**config.mk**
```make
export PLATFORM = sky130hd
export DESIGN_NAME = wb_slave_mux
export DESIGN_NICKNAME = d
export VERILOG_FILES = /design/src/rtl/wb_slave_mux.sv
export SDC_FILE = /design/constraint.sdc
export NUM_CORES = 1
export LEC_CHECK = 0
export ABC_AREA = 0
export CELL_PAD_IN_SITES_DETAIL_PLACEMENT = 0
export CELL_PAD_IN_SITES_GLOBAL_PLACEMENT = 1
export CORE_MARGIN = 2
export CORE_UTILIZATION = 30
export DETAILED_ROUTE_END_ITERATION = 12
export PLACE_DENSITY = 0.83
export SLEW_MARGIN = 15
export SYNTH_ARGS = -nofsm -noshare
export SYNTH_HDL_FRONTEND = slang
export SYNTH_SLANG_ARGS = --single-unit
```
**constraint.sdc**
```tcl
create_clock -name wb_clk_i -period 4 [get_ports wb_clk_i]
set_clock_uncertainty 0.2 [all_clocks]
set_input_delay 0.8 -clock wb_clk_i [delete_from_list [all_inputs] [get_ports wb_clk_i]]
set_output_delay 0.8 -clock wb_clk_i [all_outputs]
set_load 0.01 [all_outputs]
```
**src/rtl/wb_slave_mux.sv**
```systemverilog
// wb_slave_mux: Wishbone classic 1-to-N slave fabric with CSR window, decode errors and irq aggregation.
// Optional downstream ack timeout is compiled in with `define WB_SLAVE_MUX_TIMEOUT_EN.
module wb_slave_mux #(
  parameter int NUM_SLAVES = 2,
  parameter int ADDR_W = 30,
  parameter int DEC_LSB = 16,
  parameter int IDX_W = $clog2(NUM_SLAVES + 1),
  parameter int TIMEOUT = 255,
  parameter logic [31:0] ERR_DATA = 32'hDEAD_BEEF
) (
  input  logic                     wb_clk_i,
  input  logic                     wb_rst_n_i,
  input  logic                     wbs_cyc_i,
  input  logic                     wbs_stb_i,
  input  logic                     wbs_we_i,
  input  logic [3:0]               wbs_sel_i,
  input  logic [31:0]              wbs_dat_i,
  input  logic [ADDR_W-1:0]        wbs_adr_i,
  output logic                     wbs_ack_o,
  output logic [31:0]              wbs_dat_o,
  output logic [NUM_SLAVES-1:0]    m_cyc_o,
  output logic [NUM_SLAVES-1:0]    m_stb_o,
  output logic                     m_we_o,
  output logic [3:0]               m_sel_o,
  output logic [ADDR_W-1:0]        m_adr_o,
  output logic [31:0]              m_dat_o,
  input  logic [NUM_SLAVES-1:0]    m_ack_i,
  input  logic [32*NUM_SLAVES-1:0] m_dat_i,
  input  logic [NUM_SLAVES-1:0]    irq_i,
  output logic                     irq_o
);
  typedef enum logic [1:0] {S_IDLE, S_WAIT, S_ACK} state_t;
  state_t state, state_n;
  logic [IDX_W-1:0] idx, idx_q;
  logic [1:0] off;
  logic req, go_slave, go_csr, go_err, csr_wr;
  logic slv_ack, timeout_hit, load_dat, set_to, set_de, clr_to, clr_de;
  logic [31:0] slv_rdata, csr_rdata, dat_n;
  logic sto, sde;
  logic [7:0] err_idx;
  logic [NUM_SLAVES-1:0] irq_mask, mask_n;
  assign idx = wbs_adr_i[DEC_LSB +: IDX_W];
  assign off = wbs_adr_i[1:0];
  assign req = wbs_cyc_i & wbs_stb_i;
  assign go_slave = req && idx < IDX_W'(NUM_SLAVES);
  assign go_csr = req && idx == IDX_W'(NUM_SLAVES);
  assign go_err = req && idx > IDX_W'(NUM_SLAVES);
  assign csr_wr = state == S_IDLE && go_csr && wbs_we_i;
  always_comb begin
    slv_ack = 1'b0;
    slv_rdata = '0;
    for (int k = 0; k < NUM_SLAVES; k++) begin
      m_cyc_o[k] = state == S_WAIT && idx_q == IDX_W'(k);
      if (idx_q == IDX_W'(k)) begin
        slv_ack = m_ack_i[k];
        slv_rdata = m_dat_i[32*k +: 32];
      end
    end
  end
  assign m_stb_o = m_cyc_o;
  assign wbs_ack_o = state == S_ACK;
`ifdef WB_SLAVE_MUX_TIMEOUT_EN
  logic [15:0] tcnt;
  always_ff @(posedge wb_clk_i)
    tcnt <= (!wb_rst_n_i || state != S_WAIT) ? 16'd0 : tcnt + 16'd1;
  // Fires on the TIMEOUT-th cycle spent in WAIT
  assign timeout_hit = state == S_WAIT && tcnt + 16'd1 == 16'(TIMEOUT);
`else
  assign timeout_hit = 1'b0;
`endif
  always_comb begin
    state_n = state;
    case (state)
      S_IDLE:  state_n = go_slave ? S_WAIT : (go_csr || go_err) ? S_ACK : S_IDLE;
      S_WAIT:  state_n = !wbs_cyc_i ? S_IDLE : (slv_ack || timeout_hit) ? S_ACK : S_WAIT;
      default: state_n = S_IDLE;
    endcase
  end
  always_ff @(posedge wb_clk_i)
    state <= wb_rst_n_i ? state_n : S_IDLE;
  assign csr_rdata = off == 2'd0 ? {16'h0, err_idx, 6'h0, sde, sto} :
                     off == 2'd1 ? 32'(irq_mask) :
                     off == 2'd2 ? 32'(irq_i & irq_mask) :
                     {16'h7452, 8'(NUM_SLAVES), 8'h01};
  assign load_dat = (state == S_IDLE && (go_csr || go_err)) ||
                    (state == S_WAIT && wbs_cyc_i && (slv_ack || timeout_hit));
  assign dat_n = state == S_IDLE ? (go_csr ? csr_rdata : ERR_DATA) : slv_ack ? slv_rdata : ERR_DATA;
  assign set_de = state == S_IDLE && go_err;
  assign set_to = state == S_WAIT && wbs_cyc_i && !slv_ack && timeout_hit;
  assign clr_to = csr_wr && off == 2'd0 && wbs_sel_i[0] && wbs_dat_i[0];
  assign clr_de = csr_wr && off == 2'd0 && wbs_sel_i[0] && wbs_dat_i[1];
  always_comb begin
    mask_n = irq_mask;
    for (int k = 0; k < NUM_SLAVES; k++)
      if (csr_wr && off == 2'd1 && wbs_sel_i[k/8]) mask_n[k] = wbs_dat_i[k];
  end
  always_ff @(posedge wb_clk_i) begin
    if (!wb_rst_n_i) begin
      idx_q <= '0;
      m_we_o <= 1'b0;
      m_sel_o <= '0;
      m_adr_o <= '0;
      m_dat_o <= '0;
      wbs_dat_o <= '0;
      sto <= 1'b0;
      sde <= 1'b0;
      err_idx <= '0;
      irq_mask <= '0;
      irq_o <= 1'b0;
    end else begin
      if (state == S_IDLE && go_slave) begin
        idx_q <= idx;
        m_we_o <= wbs_we_i;
        m_sel_o <= wbs_sel_i;
        m_adr_o <= wbs_adr_i;
        m_dat_o <= wbs_dat_i;
      end
      if (load_dat) wbs_dat_o <= dat_n;
      // A set event outranks a simultaneous write-1-to-clear
      sto <= set_to | (sto & ~clr_to);
      sde <= set_de | (sde & ~clr_de);
      if (set_de) err_idx <= 8'(idx);
      else if (set_to) err_idx <= 8'(idx_q);
      irq_mask <= mask_n;
      irq_o <= |(irq_i & irq_mask);
    end
  end
endmodule

```
# After elaboration in Yosys (flattened, before gate mapping)
# Cells that the tools add are included.
[word_totals]
reg_bits = 110
input_bits = 139
out_inout_bits = 105
wordCells = 67
[op_classes]
magnitude_cmp = 2
n_eq_ne = 6
n_mux = 15
bitwise_logic = 8
n_reduce_logical = 24
[ops]
columns = ["cell", "n"]
rows = [
  ["two-way mux 32 bit", 5],
  ["two-way mux 31 bit", 3],
  ["logical AND 1 bit", 18],
  ["two-way mux 2 bit", 4],
  ["equality test 2 x 1 -> 1 bit (second input constant)", 3],
  ["equality test 2 bit (second input constant)", 3],
  ["zero test 2 bit", 3],
  ["bitwise AND 2 bit", 2],
  ["one-hot mux 2 bit (2 select lines)", 1],
  ["bitwise AND 1 bit", 3],
  ["greater-than comparator 2 bit (second input constant)", 1],
  ["logical OR 1 bit", 2],
  ["< comparator 2 bit (second input constant)", 1],
  ["two-way mux 1 bit", 2],
  ["NOT 1 bit", 2],
  ["OR reduction 2 bit", 1],
  ["OR 1 bit", 1],
]

# Longest topological paths before layout
[logic_depth]
ltp_word = 10
mapped_depth = 8
ltp_nobuf = 4

# Worst setup path after synthesis
# OpenSTA, ideal clock, no wires.
[synth_timing]
path_type = "register -> output"
startpoint = "register m_adr_o[16] (netlist name)"
endpoint = "output m_stb_o[1]"
arrival_time_ns = 1.715
required_time_ns = 3.000
path_slack_ns = 1.285
path_stages_with_launch = 5
n_path_buf = 3
path_cell_list = "dfxtp_1 -> buf_2 -> buf_1 -> nor4bb_1 -> buf_4"
[synth_lines]
columns = ["element", "line_no", "source"]
rows = [
  ["end: declaration", "22", "output logic [NUM_SLAVES-1:0] m_stb_o,"],
]

==> metrics.cfg <==
[outcome]
outcome = finished clean

[clock_network]
htree_levels = 3
cts_tree = yes
clock-sinks = 108
insertion_delay_ps = 340
numCtsBuffers = 9
cts.repair.resized = 0
cts_hold_buf = 0
cts.reportedPaths.clkPinSlew_ps = 70
clockRootBuffer = clkbuf_16
postCtsSetupBuffers = 0
clk_path_buf_depth = 2

[global_route]
overflow = 0
grt_antenna_before_repair = 0
grt_usage_pct = 17.1
grt_max_degree = 42
grt_pass1_wl_mm = 22.7
first_global_vias = 4462

[critical_path]
start_kind = register
worst-setup-path-type = register to output port
timing.rr.end = wbs_dat_o[30]
required_ps = 3000
cp-end-kind = output port
worstRegToRegCells = 3
setup.worst_path.start = m_adr_o[17]
slowest_delay_ps = 680
crit_slowest_cell = dfxtp_1
reg2reg_from = m_adr_o[17]
r2r_setup_slack_ps = 1250
cp_max_fo = 31
cp_cell_sequence = nor4b_1 > clkdlybuf4s50_1
cp.arrival_ps = 2260

[die]
die_y_um = 130
core_area_um2 = 15300
start_util_pct = 30.9
rows = 45
dieWidth_um = 130
ios = 244
die-area_um2 = 16800

[timing]
rsz0062_at_grt = false
setup_viol = 0
fmax_ghz = 0.307
tightest_slew_ps = 1150
slew_viol_final = 0
relSlewSlack_pct = 23.1
period_share_pct = 81.4
hold_violations = 0
finalCriticalPeriod_ps = 3260
tns_ps = 0

[power_and_ir_drop]
power.switching_mw = 0.583
power_mw = 2.56
power_frac_clock_pct = 39.7
netSwitchingFraction_pct = 22.8
p_int_mw = 1.97
power_density_nw_per_um2 = 335
leakage_nw = 2.58
power_frac_seq_pct = 44.5
combPwrFrac_pct = 15.8
vdd_drop_max_uv = 177

[placement]
dpl.hpwl_mm = 11.0
port_buffers = 243
dp.cells = 966
gp_congestion = 0.762

[route]
drtIter0Drc = 218
vias_per_cell = 4.65
routed_wl_mm = 14.9
drtAntennaViolNets = 0
first_pass_iters = 4
wl_per_cell_um = 15.2
drcViolationCount = 0
vias = 4565

[flow_run]
drv_cap = 0

[layout]
drive_above_1_share_pct = 4.80
syn_to_final_growth_pct = 61.0
layout.cells.non_filler = 982
antennaDiodeCount = 0
num-fill-cells = 1435
layout.nets = 905

[worst_hold_path]
hp-class = register to register
whs_endpoint = sto
hold_path_depth = 2
hp-start = sto

[logic_synthesis]
synth_area_um2 = 4740
ys.flop_type = dfxtp_1
avgSynthCellArea_um2 = 8.58
synth.distinct_cells = 43
seq_area_frac_synth_pct = 45.6
synth_commonest_cells = 163 x nand2_1, 108 x dfxtp_1, 90 x a21boi_0
ys_ff_latch = 108
synth_area_leader_cell = dfxtp_1
yosysMostFrequentCell = nand2_1
syn-num-nets = 691
netlist_instances = 552
ys_top_cells_by_area = dfxtp_1 46%, a21boi_0 14%, nand2_1 13%
async_flop_share_pct = 0
ys.warnings.count = 0
synth_top_area_share_pct = 45.6
synth_edf_count = 0

## registers in the layout (all words and copies together), names as in the netlist
signal,cells
m_dat_o,32
wbs_dat_o,32
m_adr_o,30
m_sel_o,4
err_idx,2
irq_mask,2
state,2
irq_o,1
m_we_o,1
sde,1
sto,1
## routing by layer
layer | up-vias | wire length, µm | global-route usage, %
met3 | 18 | 1130 | 4.25
met4 | 0 | 312 | 6.96
met1 | 2085 | 6550 | 21.0
met2 | 158 | 6910 | 28.9
li1 | 2304 | - | -
met5 | - | 0 | 0
## kinds of logic (layout without fill, tap and decap cells)
kind of cell	after synthesis	in the layout	synth area share, %
AO/OA/AOI/OAI	137	137	22.1
AND/OR/NAND/NOR	221	221	19.5
flip-flops	108	108	45.6
multiplexers	36	36	7.66
buffers and inverters	50	269	5.12
## cell usage in the layout, fill, tap and decap left out, drive strengths merged, types with 2 or more instances in the layout
cell and n:
nand2 163, mux2i 34, o21a 2, or4 2
a21boi 93, nor2b 5, or3 4, clkinvlp 3
o311ai 2, buf 10, and2 2, mux2 2
a31oi 2, or3b 2, o221ai 5, clkdlybuf4s50 242
nand2b 2, o211ai 19, clkbuf 10, o221a 4
o21ai 2, bufinv 3, dfxtp 108, nor2 31
a21oi 2
## power groups by stage
stage | combinational [mW] | sequential [mW] | clock [mW]
3_5_place_dp | 0.406 | 1.16 | 0
6_report | 0.403 | 1.14 | 1.01
2_1_floorplan | 0.133 | 1.18 | 0
4_1_cts | 0.408 | 1.14 | 1.05
3_3_place_gp | 0.401 | 1.16 | 0
5_1_grt | 0.437 | 1.14 | 1.09
## through the flow
| stage | worst slack (ps) | cell area [µm²] | hold slack (ps) | utilization, % |
|---|---|---|---|---|
| 2_1_floorplan | 1280 | 4740 | 212 | - |
| 3_3_place_gp | 657 | 7280 | 222 | 47.6 |
| 3_5_place_dp | 600 | 7280 | 228 | 47.6 |
| 4_1_cts | 714 | 7620 | 239 | 49.8 |
| 5_1_grt | 628 | 7620 | 254 | 49.8 |
| 6_report | 742 | 7620 | 244 | 49.8 |
## how the worst max path moves through the flow
stage                        to  slack [ps]
floorplan            m_stb_o[1]        1280
global placement    m_adr_o[25]         660
detailed placement  m_adr_o[22]         600
CTS                  m_cyc_o[0]         710
finish               m_cyc_o[0]         740
global route         m_cyc_o[0]         630
## cell type report
cell class | count | area (µm²) | share of cell area (%)
clock buffers | 10 | 229 | 3.00
clock inverters | 6 | 113 | 1.48
inverters | 1 | 3.75 | 0.0492
multi-input cells | 394 | 2340 | 30.8
flip-flops and latches | 108 | 2160 | 28.4
well taps | 211 | 264 | 3.46
repair buffers | 252 | 2510 | 32.9
## critical path: cells and delay by family, from the launching register on
kind / cells / cell delay (ps)
buffers and inverters: 1 / 630
DFF: 1 / 680
and+or+nand+nor: 1 / 590
Power figures use the tool's default switching activity.
